`src/rtl/serial_adder_ctrl.sv`:
```
// -----------------------------------------------------------------------------
// serial_adder_ctrl
//
// Bit-serial adder controller. A single combinational full_adder cell is
// time-multiplexed to add two WIDTH-bit operands plus a carry-in, one bit per
// clock, LSB first. This block owns the operand shift registers, the carry
// flop, the bit counter and the start/busy/done handshake.
//
// Handshake: a request is accepted on any rising edge where start=1 and the
// FSM is in IDLE or DONE; a, b and cin are captured on that edge only. busy
// is high for the WIDTH cycles of computation, then done is high for exactly
// one cycle while sum/cout hold the new result. start seen while busy is
// dropped, not queued.
//
// Ports:
//   clk        in   clock, all state updates on the rising edge
//   rst        in   synchronous active-high reset
//   start      in   request
//   a, b       in   WIDTH-bit operands
//   cin        in   carry-in
//   busy       out  high while computing (RUN)
//   done       out  one-cycle completion pulse (DONE)
//   sum        out  registered WIDTH-bit result
//   cout       out  registered carry-out of the MSB
//   dbg_state  out  current FSM state (0 IDLE, 1 RUN, 2 DONE)
//   dbg_r_sh   out  partial-result shift register
// -----------------------------------------------------------------------------

// One-bit full adder built from plain gates. This is the only adder logic in
// the design; the controller feeds it one bit per cycle.
module full_adder (
   input  logic a,
   input  logic b,
   input  logic cin,
   output logic sum,
   output logic co
);
   logic ab_x;

   assign ab_x = a ^ b;
   assign sum  = ab_x ^ cin;
   assign co   = (a & b) | (ab_x & cin);
endmodule

module serial_adder_ctrl #(
   parameter int WIDTH = 8
) (
   input  logic             clk,
   input  logic             rst,
   input  logic             start,
   input  logic [WIDTH-1:0] a,
   input  logic [WIDTH-1:0] b,
   input  logic             cin,
   output logic             busy,
   output logic             done,
   output logic [WIDTH-1:0] sum,
   output logic             cout,
   output logic [1:0]       dbg_state,
   output logic [WIDTH-1:0] dbg_r_sh
);

   localparam int CW = $clog2(WIDTH + 1);

   localparam logic [1:0] S_IDLE = 2'd0;
   localparam logic [1:0] S_RUN  = 2'd1;
   localparam logic [1:0] S_DONE = 2'd2;

   // Counter value on the edge that computes the MSB.
   localparam logic [CW-1:0] LAST_BIT = CW'(WIDTH - 1);

   logic [1:0]       state_q, state_d;
   logic [WIDTH-1:0] a_sh_q, a_sh_d;
   logic [WIDTH-1:0] b_sh_q, b_sh_d;
   logic [WIDTH-1:0] r_sh_q, r_sh_d;
   logic             carry_q, carry_d;
   logic [CW-1:0]    cnt_q, cnt_d;
   logic [WIDTH-1:0] sum_q, sum_d;
   logic             cout_q, cout_d;

   logic             fa_sum;
   logic             fa_co;
   logic [WIDTH-1:0] r_next;

   full_adder u_fa (
      .a   (a_sh_q[0]),
      .b   (b_sh_q[0]),
      .cin (carry_q),
      .sum (fa_sum),
      .co  (fa_co)
   );

   // New sum bit enters at the MSB while older bits move toward the LSB, so
   // after WIDTH shifts bit 0 of the result sits at bit 0 of the register.
   // A one-bit word has no older bits to keep.
   generate
      if (WIDTH == 1) begin : g_r_one
         assign r_next = fa_sum;
      end else begin : g_r_wide
         assign r_next = {fa_sum, r_sh_q[WIDTH-1:1]};
      end
   endgenerate

   always_comb begin
      state_d = state_q;
      a_sh_d  = a_sh_q;
      b_sh_d  = b_sh_q;
      r_sh_d  = r_sh_q;
      carry_d = carry_q;
      cnt_d   = cnt_q;
      sum_d   = sum_q;
      cout_d  = cout_q;

      case (state_q)
         S_IDLE, S_DONE: begin
            if (start) begin
               state_d = S_RUN;
               a_sh_d  = a;
               b_sh_d  = b;
               carry_d = cin;
               cnt_d   = '0;
            end else begin
               state_d = S_IDLE;
            end
         end

         S_RUN: begin
            r_sh_d  = r_next;
            carry_d = fa_co;
            a_sh_d  = a_sh_q >> 1;
            b_sh_d  = b_sh_q >> 1;
            cnt_d   = cnt_q + CW'(1);
            if (cnt_q == LAST_BIT) begin
               // MSB computed this cycle: publish the full word.
               sum_d   = r_next;
               cout_d  = fa_co;
               state_d = S_DONE;
            end
         end

         default: begin
            state_d = S_IDLE;
         end
      endcase
   end

   always_ff @(posedge clk) begin
      if (rst) begin
         state_q <= S_IDLE;
         a_sh_q  <= '0;
         b_sh_q  <= '0;
         r_sh_q  <= '0;
         carry_q <= 1'b0;
         cnt_q   <= '0;
         sum_q   <= '0;
         cout_q  <= 1'b0;
      end else begin
         state_q <= state_d;
         a_sh_q  <= a_sh_d;
         b_sh_q  <= b_sh_d;
         r_sh_q  <= r_sh_d;
         carry_q <= carry_d;
         cnt_q   <= cnt_d;
         sum_q   <= sum_d;
         cout_q  <= cout_d;
      end
   end

   // All outputs come straight from flops.
   assign busy      = (state_q == S_RUN);
   assign done      = (state_q == S_DONE);
   assign sum       = sum_q;
   assign cout      = cout_q;
   assign dbg_state = state_q;
   assign dbg_r_sh  = r_sh_q;

endmodule

```
`config.mk`:
```
export PLATFORM = sky130hd
export DESIGN_NAME = serial_adder_ctrl
export DESIGN_NICKNAME = d
export VERILOG_FILES = /design/src/rtl/serial_adder_ctrl.sv
export SDC_FILE = /design/constraint.sdc
export NUM_CORES = 1
export LEC_CHECK = 0
export BUFFER_PORTS_ARGS = -buffer_cell sky130_fd_sc_hd__buf_2
export CORE_ASPECT_RATIO = 0.5
export CORE_UTILIZATION = 25
export DETAILED_ROUTE_END_ITERATION = 16
export HOLD_SLACK_MARGIN = 0.12
export PLACE_DENSITY = 0.45
export SLEW_MARGIN = 10
export SYNTH_ARGS = -nofsm -noshare
export SYNTH_HDL_FRONTEND = slang
export SYNTH_SLANG_ARGS = --single-unit
```
`constraint.sdc`:
```
create_clock -name clk -period 2 [get_ports clk]
set_clock_uncertainty 0.1 [all_clocks]
set_input_delay 0.3 -clock clk [delete_from_list [all_inputs] [get_ports clk]]
set_output_delay 0.3 -clock clk [all_outputs]
set_load 0.02 [all_outputs]
```
-- Yosys cells after proc, flatten, opt, wreduce, memory -nomap -nowiden
Cells that the tools add are included.
- word-level logic and storage cells: 35
- output and inout bits: 21
- flip-flop bits (word level): 40
- input port bits: 20
- bitwise logic cells: 5
- $add $sub $neg: 1
- muxes and demuxes: 11
- reduce and logical (&&, ||, !) cells: 5
- equal/unequal tests: 5
- operators with widths (kind ; number):
    case mux 8 bit (2 select lines) ; 2
    2-to-1 mux 8 bit ; 2
    case mux 4 bit (2 select lines) ; 1
    adder 4 x 1 -> 4 bit (second input constant) ; 1
    equality test 4 x 3 -> 1 bit (second input constant) ; 1
    2-to-1 mux 4 bit ; 1
    case mux 2 bit (2 select lines) ; 1
    AND reduction 2 bit ; 2
    bitwise AND 1 bit ; 2
    equality test 2 x 1 -> 1 bit (second input constant) ; 1
    equality test 2 bit (second input constant) ; 1
    zero test 2 bit ; 1
    2-to-1 mux 1 bit ; 2
    2-to-1 mux 2 bit ; 1
    != test 2 x 1 -> 1 bit (second input constant) ; 1
    != test 2 bit (second input constant) ; 1
    case mux 1 bit (2 select lines) ; 1
    nonzero test 2 bit ; 1
    OR reduction 2 bit ; 1
    bitwise XOR 1 bit ; 2
    OR 1 bit ; 1

-- Logic depth before layout (Yosys ltp)
- depth in word-level cells: 4
- mapped depth: 6
- gate-level depth less buffers: 4

-- Hierarchy
From an unflattened synthesis, not the netlist that was laid out.
- cell total of the unflattened synthesis: 164
- area, all modules: 1554.0 sq um
- by module, submodules not included (module ; sequential area each (sq um) ; cells an instance ; times used ; area each (sq um)):
    serial_adder_ctrl ; 800.8 ; 163 ; 1 ; 1534.0
    full_adder ; 0.0 ; 1 ; 1 ; 20.0

-- Worst setup path after synthesis
Ideal clock, no wire load.
- path type: reg2reg
- from: register state_q[0], in the netlist dbg_state[0]
- to: register a_sh_q[0]
- data required time: 1768 ps
- stages on the path, launching flop included: 6
- slack: 534 ps
- clock period less this slack: 1466 ps
- buffers on the path: 2
- setup time: 132 ps
- arrival time: 1234 ps
- path through: dfxtp_1 and2b_1 buf_2 buf_4 a22oi_1 a21oi_1
- cells in the longest elaborated chain, start to end: 4
- elaborated cells on any way between the ends: 8
- those cells by class: 3 x eq/ne; 1 x mux; 4 x reduce/logical
- RTL lines (what ; line ; source):
    start: declaration ; 71 ; logic [1:0] state_q, state_d;
    start signal: assignment ; 157 ; state_q <= state_d;
    equality test 2 bit or zero test 2 bit (tied branches) ; 113 ; case (state_q)
    OR reduction 2 bit ; 113 ;
    != test 2 bit (no source line) or nonzero test 2 bit (tied branches) ; - ;
    AND reduction 2 bit (no source line) ; - ;
    end signal: assignment ; 158 ; a_sh_q <= a_sh_d;
    end: declaration ; 72 ; logic [WIDTH-1:0] a_sh_q, a_sh_d;
Parallel ways exist; a longest one is shown, timed or not.
A chain may end at the register's enable or synchronous reset.

-- Worst setup path in the final report
- from: register state_q[0], in the netlist dbg_state[0]
- to: output busy
- cells in the longest elaborated chain, start to end: 1
- RTL lines (what ; line ; source):
    equality test 2 x 1 -> 1 bit ; 169 ; assign busy = (state_q == S_RUN);
    end: declaration ; 54 ; output logic busy,
Every way passes these cells.

==> flow_summary.toml <==
[critical_path]
critPathSlowestCell = "dfxtp_1"
critPathKind = "flip-flop to primary output"
worstSetupStartpoint = "dbg_state[0]"
cp_top_family = "buffers and inverters"
reg2reg_from = "dbg_state[1]"
critPathRequiredTime_ns = 1.60
critPathLaunchType = "flip-flop"
crit_chain = "nand2b_4 > inv_1 > buf_2"
cp.arrival_ns = 1.32
cp-end-kind = "primary output"
slowest_delay_ns = 0.42
crit_path_max_fanout = 13
critPathBufInv = 2

[timing]
fin_crit_ns = 1.72
max_freq_mhz = 582
slew_headroom_pct = 73.2
finalSetupTns_ns = 0
tightest_slew_ns = 0.402
hold_viol = 0
maxSlewViolCount = 0
timing.final.ws_setup_ns = 0.280
fin_crit_sh_pct = 86.0
setup_viol = 0
rsz0062_at_grt = "false"

[floorplanning]
dieArea_um2 = 6530
die_x_um = 113
io_pins = 41
rows = 19
core_um2 = 5730
die_h_um = 57.6
initial_core_util_pct = 27.0

[logic_synthesis]
yosys.cell_types.count = 25
syn_nets = 186
ys_warn_count = 0
ys_seq_area_share_pct = 51.7
synth_area_per_cell_um2 = 9.44
synth_seq_cells = 40
mappedNetlistArea_um2 = 1550
synthCells = 164

[cts]
cts_root_buf = "clkbuf_16"
path_clk_slew_ns = 0.06
cts_made_buffers = 5
cts-htree-levels = 2
holdBufCountCts = 0
cts_sinks = 40
insertion_delay_ns = 0.28
cts_buffer_depth = 2
tritoncts = "yes"
cts_resized = 0
post-cts-setup-buffers = 0

[pwr]
vdd_drop_max_mv = 0.351
cellLeakagePower_nw = 0.824
power.density_nw_per_um2 = 1010
power_mw = 2.02

[routing]
postRouteAntennaNets = 0
routed_wl_um = 3600
drc = 0
vias = 1323
viasPerCell = 4.63
wl_per_cell_um = 12.6
drtPass1Iterations = 4
drt-initial-drc-count = 86

[worst_hold_path]
worstHoldPathType = "input port to flip-flop"
hp-start = "b[7]"

[placed_design]
dp.cells = 279
hpwl_um = 2350
numPortBuffers = 40
routabilityCongestion = 0.671
pre_cts_ws_ns = 0.475

[finish]
n_antenna_cell = 0
area_growth_pct = 29.2
drive_gt1_share_pct = 28.7
fin_cells = 286
fin_nets = 224

[global_routing]
antenna_found_initial = 0
grt_util_met2_pct = 17.2
grt.total_usage_pct = 12.0
use_met3_pct = 3.87
grt_first_pass_wirelength_um = 5840
grt_start_max_net_pins = 31
use_met1_pct = 16.2
grt_pass1_vias = 1150
grt_overflow = 0
busiest_layer = "met2"

[job]
drv_cap = 0

[status]
outcome = "finished, final reports clean"
[per-stage QoR]
| stage | utilization (%) | hold slack (ns) | area, um2 |
|---|---|---|---|
| detailed placement | 31.7 | 0.348 | 1810 |
| floorplan | - | 0.336 | 1550 |
| finish | 34.9 | 0.157 | 2000 |
| CTS | 34.9 | 0.153 | 2000 |
| global route | 34.9 | 0.162 | 2000 |
| global placement | 31.7 | 0.351 | 1810 |
[flip-flops by register name (all words and copies together), names as in the netlist]
register   flops
cnt_q          4
dbg_state      2
a_sh_q         8
carry_q        1
cout           1
sum            8
b_sh_q         8
dbg_r_sh       8
[path summary, 6_finish.rpt]
kind                 endpoint  slack (ns)  cells after the start
setup / recovery         busy        0.28                      3
hold / removal      b_sh_q[7]        0.16                      3
hold reg to reg   dbg_r_sh[0]        0.35                      2
setup reg to reg     cnt_q[2]        0.45                      4
[cell usage in the layout (no fill, tap or decap), drive strengths merged, types with 3 or more instances in the layout]
master / n
nand2b: 3
dfxtp: 40
a22oi: 15
a21oi: 29
nand3: 19
clkbuf: 5
a22o: 9
buf: 46
nand2: 19
[final cells by class]
cell class                      instances  area [um2]
Clock buffer                            5         125
Tap cell                               84         105
Clock inverter                          2        60.1
Sequential cell                        40         801
Timing Repair Buffer                   46         245
Inverter                                1        3.75
Fill cell                             611        3730
Multi-Input combinational cell        108         659
[cell usage after synthesis]
| library cell | instances | area share (%) |
|---|---|---|
| nand2_1 | 19 | 4.6 |
| nand4_1 | 1 | 0.40 |
| nand3b_1 | 1 | 0.49 |
| and2b_1 | 2 | 0.97 |
| a22oi_1 | 15 | 7.3 |
| nor3_2 | 1 | 0.65 |
| mux2_2 | 1 | 0.73 |
| nor3b_1 | 1 | 0.49 |
| buf_4 | 3 | 1.5 |
| clkbuf_1 | 4 | 0.97 |
| o21ba_2 | 1 | 0.65 |
| nand2b_4 | 1 | 0.89 |
| a22o_1 | 9 | 5.1 |
| buf_2 | 7 | 2.3 |
| nor2_1 | 2 | 0.49 |
| a211oi_1 | 1 | 0.49 |
| inv_1 | 1 | 0.24 |
| dfxtp_1 | 40 | 52 |
| buf_6 | 1 | 0.73 |
| nand2b_1 | 2 | 0.81 |
| nand3_1 | 19 | 6.1 |
| mux2_4 | 1 | 0.97 |
| ha_1 | 1 | 0.81 |
| a21oi_1 | 29 | 9.4 |
| fa_1 | 1 | 1.3 |
[where the power goes]
group	internal, mW	leakage [nW]	total, mW	switching [mW]
Sequential	0.827	0.325	0.846	0.0191
Combinational	0.0641	0.409	0.166	0.102
Clock	0.707	0.0899	1.01	0.301
[routing by layer]
metal	vias up	share of wire (%)
li1	666	-
met4	0	1.9
met2	44	43
met1	607	48
met3	6	6.6
met5	-	0
[logic make-up after synthesis]
group           synth area share (%)
compound gates                  22.9
simple gates                    15.9
flops                           51.7
buf+inv                         5.66
mux                             1.70
fa+ha+maj                       2.10
[worst reg2reg max path, cell delays in order, from the launching register on]
cell      delay, ns
dfxtp_1        0.35
nand2b_4       0.13
buf_4          0.32
mux2_4         0.35
a211oi_1       0.22
No activity file was read; power rests on OpenSTA's default activity.
